===== src/rtl/nim_score_display_if.sv =====
// Button/display bus of the N-player score-and-display block.
// The game side drives the buttons and clear; the display side returns
// the segment/anode drive plus the packed BCD scores and game result.
interface nim_score_display_if #(
    parameter int N_PLAYERS         = 2,
    parameter int DIGITS_PER_PLAYER = 2
);
    localparam int NUM_DIGITS = N_PLAYERS * DIGITS_PER_PLAYER;

    logic [N_PLAYERS-1:0]    i_btn;
    logic                    i_clr;
    logic [6:0]              o_seg;
    logic                    o_dp;
    logic [NUM_DIGITS-1:0]   o_an;
    logic [NUM_DIGITS*4-1:0] o_score;
    logic                    o_done;
    logic [1:0]              o_winner;

    modport master (
        output i_btn, i_clr,
        input  o_seg, o_dp, o_an, o_score, o_done, o_winner
    );

    modport slave (
        input  i_btn, i_clr,
        output o_seg, o_dp, o_an, o_score, o_done, o_winner
    );
endinterface


===== src/rtl/nim_score_display.sv =====
// N-player button scoreboard: per-player synchroniser, debouncer and BCD
// press counter with win detection, plus a scanned active-low 7-segment
// display that time-multiplexes every player's digits.
module nim_score_display #(
    parameter int N_PLAYERS         = 2,
    parameter int DIGITS_PER_PLAYER = 2,
    parameter int DEBOUNCE_CNT      = 1000000,
    parameter int REFRESH_CNT       = 100000,
    parameter int WIN_SCORE         = 21,
    parameter bit WRAP              = 1'b0
) (
    input  logic              clk,
    input  logic              rst,
    nim_score_display_if.slave bus
);
    localparam int NUM_DIGITS = N_PLAYERS * DIGITS_PER_PLAYER;
    localparam int PW         = DIGITS_PER_PLAYER * 4;
    localparam int SW         = NUM_DIGITS * 4;
    localparam int DB_W       = (DEBOUNCE_CNT > 1) ? $clog2(DEBOUNCE_CNT) : 1;
    localparam int RF_W       = (REFRESH_CNT > 1) ? $clog2(REFRESH_CNT) : 1;
    localparam int IDX_W      = (NUM_DIGITS > 1) ? $clog2(NUM_DIGITS) : 1;

    localparam logic [DB_W-1:0]  DB_MAX  = DB_W'(DEBOUNCE_CNT - 1);
    localparam logic [RF_W-1:0]  RF_MAX  = RF_W'(REFRESH_CNT - 1);
    localparam logic [IDX_W-1:0] IDX_MAX = IDX_W'(NUM_DIGITS - 1);

    // Decimal value to packed BCD, LSD in the low nibble.
    function automatic logic [PW-1:0] to_bcd(input int value);
        logic [PW-1:0] r;
        int v;
        r = '0;
        v = value;
        for (int d = 0; d < DIGITS_PER_PLAYER; d++) begin
            r[d*4 +: 4] = 4'(v % 10);
            v = v / 10;
        end
        return r;
    endfunction

    localparam logic [PW-1:0] WIN_BCD = to_bcd(WIN_SCORE);

    // BCD +1 with ripple carry; the carry out of the top digit is dropped,
    // which gives the 99..9 -> 00..0 wrap for free.
    function automatic logic [PW-1:0] bcd_inc(input logic [PW-1:0] v);
        logic [PW-1:0] r;
        logic carry;
        r = v;
        carry = 1'b1;
        for (int d = 0; d < DIGITS_PER_PLAYER; d++) begin
            if (carry) begin
                if (r[d*4 +: 4] == 4'd9) begin
                    r[d*4 +: 4] = 4'd0;
                end else begin
                    r[d*4 +: 4] = r[d*4 +: 4] + 4'd1;
                    carry = 1'b0;
                end
            end
        end
        return r;
    endfunction

    // Active-low segment pattern {a,b,c,d,e,f,g}; anything non-BCD is blank.
    function automatic logic [6:0] seg_decode(input logic [3:0] digit);
        logic [6:0] s;
        case (digit)
            4'd0:    s = 7'b0000001;
            4'd1:    s = 7'b1001111;
            4'd2:    s = 7'b0010010;
            4'd3:    s = 7'b0000110;
            4'd4:    s = 7'b1001100;
            4'd5:    s = 7'b0100100;
            4'd6:    s = 7'b0100000;
            4'd7:    s = 7'b0001111;
            4'd8:    s = 7'b0000000;
            4'd9:    s = 7'b0000100;
            default: s = 7'h7F;
        endcase
        return s;
    endfunction

    logic [N_PLAYERS-1:0] sync1;
    logic [N_PLAYERS-1:0] sync2;
    logic [N_PLAYERS-1:0] deb;
    logic [N_PLAYERS-1:0] press;
    logic [DB_W-1:0]      db_cnt [N_PLAYERS];

    logic [SW-1:0]        score_q;
    logic [SW-1:0]        score_d;
    logic                 done_q;
    logic                 done_d;
    logic [1:0]           winner_q;
    logic [1:0]           winner_d;

    logic [RF_W-1:0]      refresh_cnt;
    logic                 tick;
    logic                 active;
    logic [IDX_W-1:0]     scan_idx;
    logic [IDX_W-1:0]     cur_idx;
    logic [IDX_W-1:0]     sel;
    logic                 disp_on;
    logic [3:0]           digit;
    logic [IDX_W-1:0]     dp_digit;

    logic [NUM_DIGITS-1:0] an_q;
    logic [6:0]           seg_q;
    logic                 dp_q;

    // Two-flop synchroniser for the raw asynchronous buttons.
    always_ff @(posedge clk or negedge rst) begin
        if (!rst) begin
            sync1 <= '0;
            sync2 <= '0;
        end else begin
            sync1 <= bus.i_btn;
            sync2 <= sync1;
        end
    end

    // Debounce: a level must differ for DEBOUNCE_CNT cycles in a row to be accepted; a rising acceptance emits a one-cycle press.
    always_ff @(posedge clk or negedge rst) begin
        if (!rst) begin
            deb   <= '0;
            press <= '0;
            for (int p = 0; p < N_PLAYERS; p++) begin
                db_cnt[p] <= '0;
            end
        end else begin
            for (int p = 0; p < N_PLAYERS; p++) begin
                press[p] <= 1'b0;
                if (sync2[p] != deb[p]) begin
                    if (db_cnt[p] == DB_MAX) begin
                        deb[p]    <= sync2[p];
                        press[p]  <= sync2[p];
                        db_cnt[p] <= '0;
                    end else begin
                        db_cnt[p] <= db_cnt[p] + 1'b1;
                    end
                end else begin
                    db_cnt[p] <= '0;
                end
            end
        end
    end

    // Next score/result: clear wins over presses; presses are frozen once the game is over.
    always_comb begin
        score_d  = score_q;
        done_d   = done_q;
        winner_d = winner_q;
        if (bus.i_clr) begin
            score_d  = '0;
            done_d   = 1'b0;
            winner_d = 2'd0;
        end else if (WRAP || !done_q) begin
            for (int p = 0; p < N_PLAYERS; p++) begin
                if (press[p] && (WRAP || score_q[p*PW +: PW] != WIN_BCD)) begin
                    score_d[p*PW +: PW] = bcd_inc(score_q[p*PW +: PW]);
                end
            end
            if (!WRAP) begin
                for (int p = N_PLAYERS - 1; p >= 0; p--) begin
                    if (score_d[p*PW +: PW] == WIN_BCD) begin
                        done_d   = 1'b1;
                        winner_d = 2'(p);
                    end
                end
            end
        end
    end

    // Score and game-result registers.
    always_ff @(posedge clk or negedge rst) begin
        if (!rst) begin
            score_q  <= '0;
            done_q   <= 1'b0;
            winner_q <= 2'd0;
        end else begin
            score_q  <= score_d;
            done_q   <= done_d;
            winner_q <= winner_d;
        end
    end

    // Refresh timer; each terminal count lights the digit at scan_idx on the next clock and moves the scan on.
    always_ff @(posedge clk or negedge rst) begin
        if (!rst) begin
            refresh_cnt <= '0;
            tick        <= 1'b0;
            active      <= 1'b0;
            scan_idx    <= '0;
            cur_idx     <= '0;
        end else begin
            if (refresh_cnt == RF_MAX) begin
                refresh_cnt <= '0;
                tick        <= 1'b1;
            end else begin
                refresh_cnt <= refresh_cnt + 1'b1;
                tick        <= 1'b0;
            end
            if (tick) begin
                cur_idx  <= scan_idx;
                active   <= 1'b1;
                scan_idx <= (scan_idx == IDX_MAX) ? '0 : scan_idx + 1'b1;
            end
        end
    end

    // Digit selected for the display registers and the digit that carries the winner's point.
    always_comb begin
        sel      = tick ? scan_idx : cur_idx;
        disp_on  = active | tick;
        digit    = score_q[{sel, 2'b00} +: 4];
        dp_digit = IDX_W'(int'(winner_q) * DIGITS_PER_PLAYER);
    end

    // Registered display drive; blank until the first digit is enabled.
    always_ff @(posedge clk or negedge rst) begin
        if (!rst) begin
            an_q  <= '1;
            seg_q <= 7'h7F;
            dp_q  <= 1'b1;
        end else begin
            an_q  <= disp_on ? ~(NUM_DIGITS'(1) << sel) : '1;
            seg_q <= disp_on ? seg_decode(digit) : 7'h7F;
            dp_q  <= (disp_on && done_q && sel == dp_digit) ? 1'b0 : 1'b1;
        end
    end

    assign bus.o_an     = an_q;
    assign bus.o_seg    = seg_q;
    assign bus.o_dp     = dp_q;
    assign bus.o_score  = score_q;
    assign bus.o_done   = done_q;
    assign bus.o_winner = winner_q;
endmodule


===== src/flat_wrapper.sv =====
// flat-port wrapper written by rule: the top's interface ports become plain ports
module nim_score_display_flat 
#(
    parameter int N_PLAYERS         = 2,
    parameter int DIGITS_PER_PLAYER = 2,
    parameter int DEBOUNCE_CNT      = 1000000,
    parameter int REFRESH_CNT       = 100000,
    parameter int WIN_SCORE         = 21,
    parameter bit WRAP              = 1'b0
)
  (clk, rst, bus_i_btn, bus_i_clr, bus_o_seg, bus_o_dp, bus_o_an, bus_o_score, bus_o_done, bus_o_winner);
  nim_score_display_if #(.N_PLAYERS(N_PLAYERS), .DIGITS_PER_PLAYER(DIGITS_PER_PLAYER)) bus_i ();
  input  logic clk;
  input  logic rst;
  input wire logic [$bits(bus_i.i_btn)-1:0] bus_i_btn;
  input wire logic [$bits(bus_i.i_clr)-1:0] bus_i_clr;
  output wire logic [$bits(bus_i.o_seg)-1:0] bus_o_seg;
  output wire logic [$bits(bus_i.o_dp)-1:0] bus_o_dp;
  output wire logic [$bits(bus_i.o_an)-1:0] bus_o_an;
  output wire logic [$bits(bus_i.o_score)-1:0] bus_o_score;
  output wire logic [$bits(bus_i.o_done)-1:0] bus_o_done;
  output wire logic [$bits(bus_i.o_winner)-1:0] bus_o_winner;
  assign bus_i.i_btn = bus_i_btn;
  assign bus_i.i_clr = bus_i_clr;
  assign bus_o_seg = bus_i.o_seg;
  assign bus_o_dp = bus_i.o_dp;
  assign bus_o_an = bus_i.o_an;
  assign bus_o_score = bus_i.o_score;
  assign bus_o_done = bus_i.o_done;
  assign bus_o_winner = bus_i.o_winner;
  nim_score_display #(.N_PLAYERS(N_PLAYERS), .DIGITS_PER_PLAYER(DIGITS_PER_PLAYER), .DEBOUNCE_CNT(DEBOUNCE_CNT), .REFRESH_CNT(REFRESH_CNT), .WIN_SCORE(WIN_SCORE), .WRAP(WRAP)) u_core (.clk(clk), .rst(rst), .bus(bus_i));
endmodule

===== config.mk =====
export PLATFORM = sky130hd
export DESIGN_NAME = nim_score_display_flat
export DESIGN_NICKNAME = d
export VERILOG_FILES = /design/src/rtl/nim_score_display_if.sv /design/src/rtl/nim_score_display.sv /design/src/flat_wrapper.sv
export SDC_FILE = /design/constraint.sdc
export NUM_CORES = 1
export LEC_CHECK = 0
export BUFFER_PORTS_ARGS = -buffer_cell sky130_fd_sc_hd__buf_4
export CORE_ASPECT_RATIO = 0.5
export CORE_MARGIN = 3
export CORE_UTILIZATION = 35
export DETAILED_ROUTE_END_ITERATION = 16
export SLEW_MARGIN = 20
export SYNTH_ARGS = -nofsm -noshare
export SYNTH_HDL_FRONTEND = slang
export SYNTH_SLANG_ARGS = --single-unit

===== constraint.sdc =====
create_clock -name clk -period 2.36 [get_ports clk]
set_input_delay 0.118 -clock clk [delete_from_list [all_inputs] [get_ports clk]]
set_output_delay 0.118 -clock clk [all_outputs]
set_load 0.05 [all_outputs]

Word-level counts from Yosys, hierarchy flattened
Memories as Yosys holds them, arrays and structs flattened.
Index checks and enable logic that the tools add are counted.
- register bits after elaboration: 102
- ROM bits: 112
- bits of input ports: 5
- output and inout bits: 31
- word-level logic and storage cells: 100
- memories kept: 1
- memory list (memory ; depth ; width ; rd ports ; clocked after Yosys merged registers in ; wr ports ; RTL line ; source):
    (no name shown) ; 16 ; 7 ; 1 ; 0 ; 0 ; nim_score_display.sv:65 ; case (digit)
- $add $sub $neg: 8
- equality and inequality tests: 16
- shift operators: 2
- mux-type cells: 45
- bitwise operators: 2
- reduce and logical (&&, ||, !) cells: 8
- operator list (cell ; count):
    $mux W20 ; 4
    $mux W8 ; 6
    $add A20 B1 Y20 const B ; 2
    $eq A20 B20 Y1 const B ; 2
    $mux W16 ; 2
    $mux W4 ; 7
    $mux W1 ; 18
    $add A17 B1 Y17 const B ; 1
    $eq A17 B17 Y1 const B ; 1
    $mux W17 ; 1
    $add A4 B1 Y4 const B ; 4
    $eq A4 B4 Y1 const B ; 4
    $eq A8 B6 Y1 const B ; 2
    $ne A8 B6 Y1 const B ; 2
    $shiftx A16 B5 Y4 ; 1
    $mux W2 ; 6
    $mux W7 ; 1
    $reduce_and A2 Y1 ; 3
    $logic_and A1 B1 Y1 ; 4
    $not A4 Y4 ; 1
    $shl A1 B2 Y4 const A ; 1
    $reduce_bool A3 Y1 ; 1
    $add A2 B1 Y2 const B ; 1
    $eq A2 B2 Y1 ; 1
    4 further kinds ; 5

Depth between registers and ports, before layout
- depth in word-level cells: 14
- gate-level depth with buffers: 9

Worst setup path after synthesis
Ideal clock, no wire load.
- kind: register -> register
- start: register u_core.score_q[1] (netlist: u_core.bus.o_score[1])
- end: register u_core.winner_q[0] (netlist: u_core.bus.o_winner[0])
- setup time: 123 ps
- data arrival time: 2195 ps
- data required time: 2237 ps
- slack: 43 ps
- stages on the path, launching flop included: 9
- buffers on the path: 1
- period minus slack after synthesis: 2317 ps
- cell sequence: dfrtp_1 -> inv_1 -> ha_1 -> and3b_1 -> clkbuf_1 -> nor4b_1 -> mux2i_1 -> a221o_1 -> o221a_2
- longest elaborated chain between the ends: 13
- elaborated cells on any way between the ends: 19
- RTL lines (what ; RTL line ; source):
    start, declared ; nim_score_display.sv:87 ; logic [SW-1:0] score_q;
    start signal, assigned ; nim_score_display.sv:178 ; score_q <= score_d;
    $eq A4 B4 Y1 ; nim_score_display.sv:51 ; if (r[d*4 +: 4] == 4'd9) begin
    $mux W1 ; nim_score_display.sv:51 ;
    $mux W1 ; nim_score_display.sv:156 ; if (press[p] && (WRAP || score_q[p*PW +: PW] != WIN_BCD)) begin
    $mux W1 ; nim_score_display.sv:154 ; end else if (WRAP || !done_q) begin
    $mux W1 ; nim_score_display.sv:150 ; if (bus.i_clr) begin
    $mux W4 ; nim_score_display.sv:50 ; if (carry) begin
    $mux W8 * ; nim_score_display.sv:156 ;
    $mux W8 * ; nim_score_display.sv:154 ;
    $mux W8 * ; nim_score_display.sv:150 ;
    $eq A8 B6 Y1 * ; nim_score_display.sv:162 ; if (score_d[p*PW +: PW] == WIN_BCD) begin
    $mux W2 ; nim_score_display.sv:162 ;
    $mux W2 ; nim_score_display.sv:154 ;
    $mux W2 ; nim_score_display.sv:150 ;
    end signal, assigned ; nim_score_display.sv:180 ; winner_q <= winner_d;
    end, declared ; nim_score_display.sv:91 ; logic [1:0] winner_q;
Mark *: on every way between the ends. The rest lies on a longest branch, timed or not. The select of a mux whose other input is x is not followed.
A chain may end at the register's enable or synchronous reset.

Worst setup path after layout
- start: register u_core.tick
- end: register u_core.seg_q[3] (netlist: u_core.bus.o_seg[3])
- longest elaborated chain between the ends: 4
- elaborated cells on any way between the ends: 5
- RTL lines (what ; RTL line ; source):
    start, declared ; nim_score_display.sv:95 ; logic tick;
    start signal, assigned ; nim_score_display.sv:188 ; tick <= 1'b0;
    start signal, assigned ; nim_score_display.sv:195 ; tick <= 1'b1;
    start signal, assigned ; nim_score_display.sv:198 ; tick <= 1'b0;
    $mux W2 ; -- ;
    via u_core.sel[1] ; nim_score_display.sv:99 ; logic [IDX_W-1:0] sel;
    $shiftx A16 B5 Y4 ; nim_score_display.sv:212 ; digit = score_q[{sel, 2'b00} +: 4];
    $mem_v2 Z16 W7 ; -- ;
    $mux W7 ; nim_score_display.sv:224 ; seg_q <= disp_on ? seg_decode(digit) : 7'h7F;
    end signal, assigned ; nim_score_display.sv:224 ;
    end, declared ; nim_score_display.sv:105 ; logic [6:0] seg_q;
The timed path passes the listed nets, and every way through them passes these cells.

==> summary by stage <==
Critical path
For the worst setup path, the data required time is roughly 2600 ps. The endpoint arrival time on the critical path is between 2000 and 2500 ps. The worst setup path is captured at a register.

STA classifies the critical path startpoint as a register. Of all nets on the critical path, the largest fanout is 7. The type of the worst setup path is register to register. The launching element of the worst setup path is u_core.tick. The launching point of the worst reg2reg path is u_core.tick.

Floorplanning
The vertical die dimension is between 90 and 100 um. The boundary pin count is 36. The initialized floorplan defines 30 standard-cell rows. The die covers between 15000 and 20000 um^2. The effective utilization at floorplan is 0.366. From left edge to right edge, the die measures 176 um. In this run the standard cell core region covers about 14000 um^2.

Logic synthesis
The fraction of registers with async set/reset is 1.00. The number of distinct library cells after synthesis is 54. The post-synthesis cell area is approximately 5100 um^2.

The number of enable flip-flop cells after synthesis is 0. The net count after synthesis is 508. Of the synthesized area, sequential elements account for 0.502.

A synthesized cell averages a little over 10 um^2. Among all flip-flop cells after synthesis, the most frequent one is dfrtp_1. The cell count after synthesis is about 490.

The number of warnings reported in the yosys synthesis log is 0. In this run, synthesis produced a sequential element count of roughly 100.

Timing
Headroom to the max-slew limit came out at 0.555. Setup repair after global routing left no endpoint under its margin. The final clock skew is 7.02 ps. The hold slack is roughly 100 ps.

The time the worst path needs with I/O delays and setup is 2160 ps. The count of endpoints failing setup in the final report is 0. Once routing completed, OpenROAD measured the worst setup slack at roughly 200 ps.

Derived from the worst setup path, the maximum achievable clock frequency is roughly 460 MHz. The number of failing hold endpoints at the final stage was 0. The final max-slew violation count is 0. The final sum of negative setup slack is 0 ps. Dividing the final minimum period by the clock period gives 0.914. The pin slew with the least headroom to its limit is about 660 ps.

Clocking
The tree built by TritonCTS fans out to about 100 sinks. The clock tree root buffer cell is clkbuf_16. The CTS tree is done.

The H-tree generated during clock tree synthesis spans 3 levels. The number of clock buffers added by TritonCTS is 9. The clock latency on the worst-skew pair is between 300 and 400 ps. The clock transition at the registers of the reported paths is ~70 ps. Counting along the longest clock path gives a buffer depth of 2.

Cells and area
The top cell types in the final layout, fill and taps aside, are dfrtp_1 (89), nor2_1 (81), buf_4 (44). The leading cell type in the layout, fill and taps excluded is dfrtp_1. After the last flow step, the layout net total stands at around 550. Compared with the post-synthesis result, the final layout area differs by 16.6%.

In the final layout, the share of cells above drive strength 1 is 0.158. 0 antenna diodes ended up in the layout.

Routing
After detailed routing, the number of vias per cell comes to between 4 and 5. In this run, the number of DRC markers left after iteration 0 of detailed routing was slightly below 200. The detail route stage leaves a number of antenna-violating nets equal to 0. The via count of the routed design is around 3600. The number of iterations in the first detailed-routing pass is 4. The number of remaining DRC errors is 0.

Summed over all layers, the routed wires come to 9890 um. In the final routed layout, each cell accounts on average for around 14 um.

Placement
The number of I/O port buffers is 34. Timing analysis after detailed placement gives a worst setup slack of approximately 140 ps. The sum of net half-perimeters after detailed placement is roughly 7000 um. The final estimated routing congestion in global placement is about 0.8.

Job
The number of max-cap violations is 0.

Min path
The path class of the lowest-slack min-delay path is input pin to register. In this run the most critical hold path is launched from bus_i_clr.

Global routing
The maximum number of pins on one net before global-route repair is 54. For this run, global-route usage on met3 was measured as 0.0292. In the global route stage, met1 resource usage came out at 0.175.

The total routing usage reported by global routing is 0.128. The layer flagged by global routing as most heavily used is met2. For met2 alone, demand over resource in global routing was 0.205. Global routing finished with a remaining overflow of 0. The number of global-route vias before repair is between 3000 and 4000.

The wire length of the first global-routing pass is roughly 17000 um. The initial antenna violation count came to 0.

Power and ir drop
Across the VDD grid, the largest voltage drop is approximately 0.34 mV. Power spread over the standard cell area amounts to roughly 560 nW/um^2. The leakage power total is between 2 and 3 nW.

Run status
The flow ran to the end, and the final reports show no timing, DRC or antenna violations.
[timing repair]
item | 4_1_cts | 5_1_grt
endpoints found under the hold margin | 38 | 0
endpoints found under the setup margin | 0 | 1
hold buffers | 3 | 0
buffers inserted | 0 | 0
resized for setup | 0 | 2
[metal layers]
layer  part of all wire  wire length (um)  vias to the layer above
met5                  0                 0                        -
met4              0.011               106                        0
met3              0.035               348                       10
met2               0.46              4530                       60
met1               0.50              4910                     1778
li1                   -                 -                     1776
[worst paths after layout]
check / slack [ps] / to / depth (start not counted)
worst max-delay path: 200 / u_core.bus.o_seg[3] / 9
worst min-delay path: 100 / u_core.bus.o_done / 2
worst max register to register: 200 / u_core.bus.o_seg[3] / 9
worst min register to register: 360 / u_core.sync2[1] / 0
max in group asynchronous: 1330 / u_core.db_cnt[10] / 3
min in group asynchronous: 340 / u_core.cur_idx[1] / 2
[metrics by stage]
step	utilization	std cells	cell area, um^2	total power, W
detailed placement	0.403	712	5580	0.00187
floorplan	-	489	5060	0.00182
global placement	0.403	712	5580	0.00187
CTS	0.426	730	5900	0.00335
global route	0.426	730	5910	0.00344
finish	0.426	730	5910	0.00329
[synth_stat cells (5+ instances only)]
cell type	n	area, um^2
dfrtp_1	89	2230
nor2_1	81	304
xnor2_1	30	263
xor2_1	28	245
nand2_1	27	101
nand3_1	25	125
ha_1	14	175
inv_1	14	52.6
nand4_1	14	87.6
o21ai_0	14	70.1
and3_1	13	81.3
dfstp_2	12	315
a21oi_1	11	55.1
mux2i_1	11	110
nor3_1	10	50.1
nor4_1	8	50.1
nor2b_1	7	43.8
clkbuf_1	6	22.5
and4b_1	5	50.1
nand2b_1	5	31.3
nor4b_1	5	43.8
[sequential cells by signal, indices dropped and copies added, names as in the netlist]
register	cells
u_core.bus.o_done	1
u_core.refresh_cnt	17
u_core.bus.o_dp	1
u_core.bus.o_an	4
u_core.sync1	2
u_core.active	1
u_core.bus.o_winner	1
u_core.sync2	2
u_core.bus.o_seg	7
u_core.db_cnt	40
u_core.scan_idx	2
u_core.bus.o_score	16
u_core.deb	2
u_core.press	2
u_core.tick	1
u_core.cur_idx	2
[worst max-delay path, cell delays in order, from the launching register on]
cell and delay [ps]:
dfrtp_1 400, buf_4 170, mux2i_4 280, inv_2 120, mux4_2 360, inv_1 110
ha_1 250, mux2_4 260, nor2_1 90, o21ai_1 60
[report_power, final]
group	internal [W]	total, W	switching, W
clock	0.000842	0.00145	0.000613
combinational	0.0000236	0.0000847	0.0000610
sequential	0.00174	0.00175	0.0000109
[cell families (layout without fill, tap and decap cells)]
| group | count (synthesis) | count (layout) | synth area share |
|---|---|---|---|
| AND/OR/NAND/NOR | 220 | 220 | 0.225 |
| flip-flops | 101 | 101 | 0.502 |
| XOR/XNOR | 58 | 58 | 0.100 |
| AO/OA/AOI/OAI | 44 | 44 | 0.0536 |
| buffers and inverters | 30 | 79 | 0.0267 |
| multiplexers | 21 | 21 | 0.0571 |
| adder cells (fa/ha/maj) | 14 | 14 | 0.0346 |
| other | 1 | 1 | 0.000741 |
[area by class of cell]
| cell class | instances | area [um^2] |
|---|---|---|
| Fill cell | 1317 | 7950 |
| Multi-Input combinational cell | 358 | 2390 |
| Sequential cell | 101 | 2540 |
| Inverter | 16 | 60.1 |
| Clock inverter | 4 | 48.8 |
| Timing Repair Buffer | 48 | 380 |
| Tap cell | 192 | 240 |
| Clock buffer | 11 | 243 |
No activity file was read; power rests on OpenSTA's default activity.
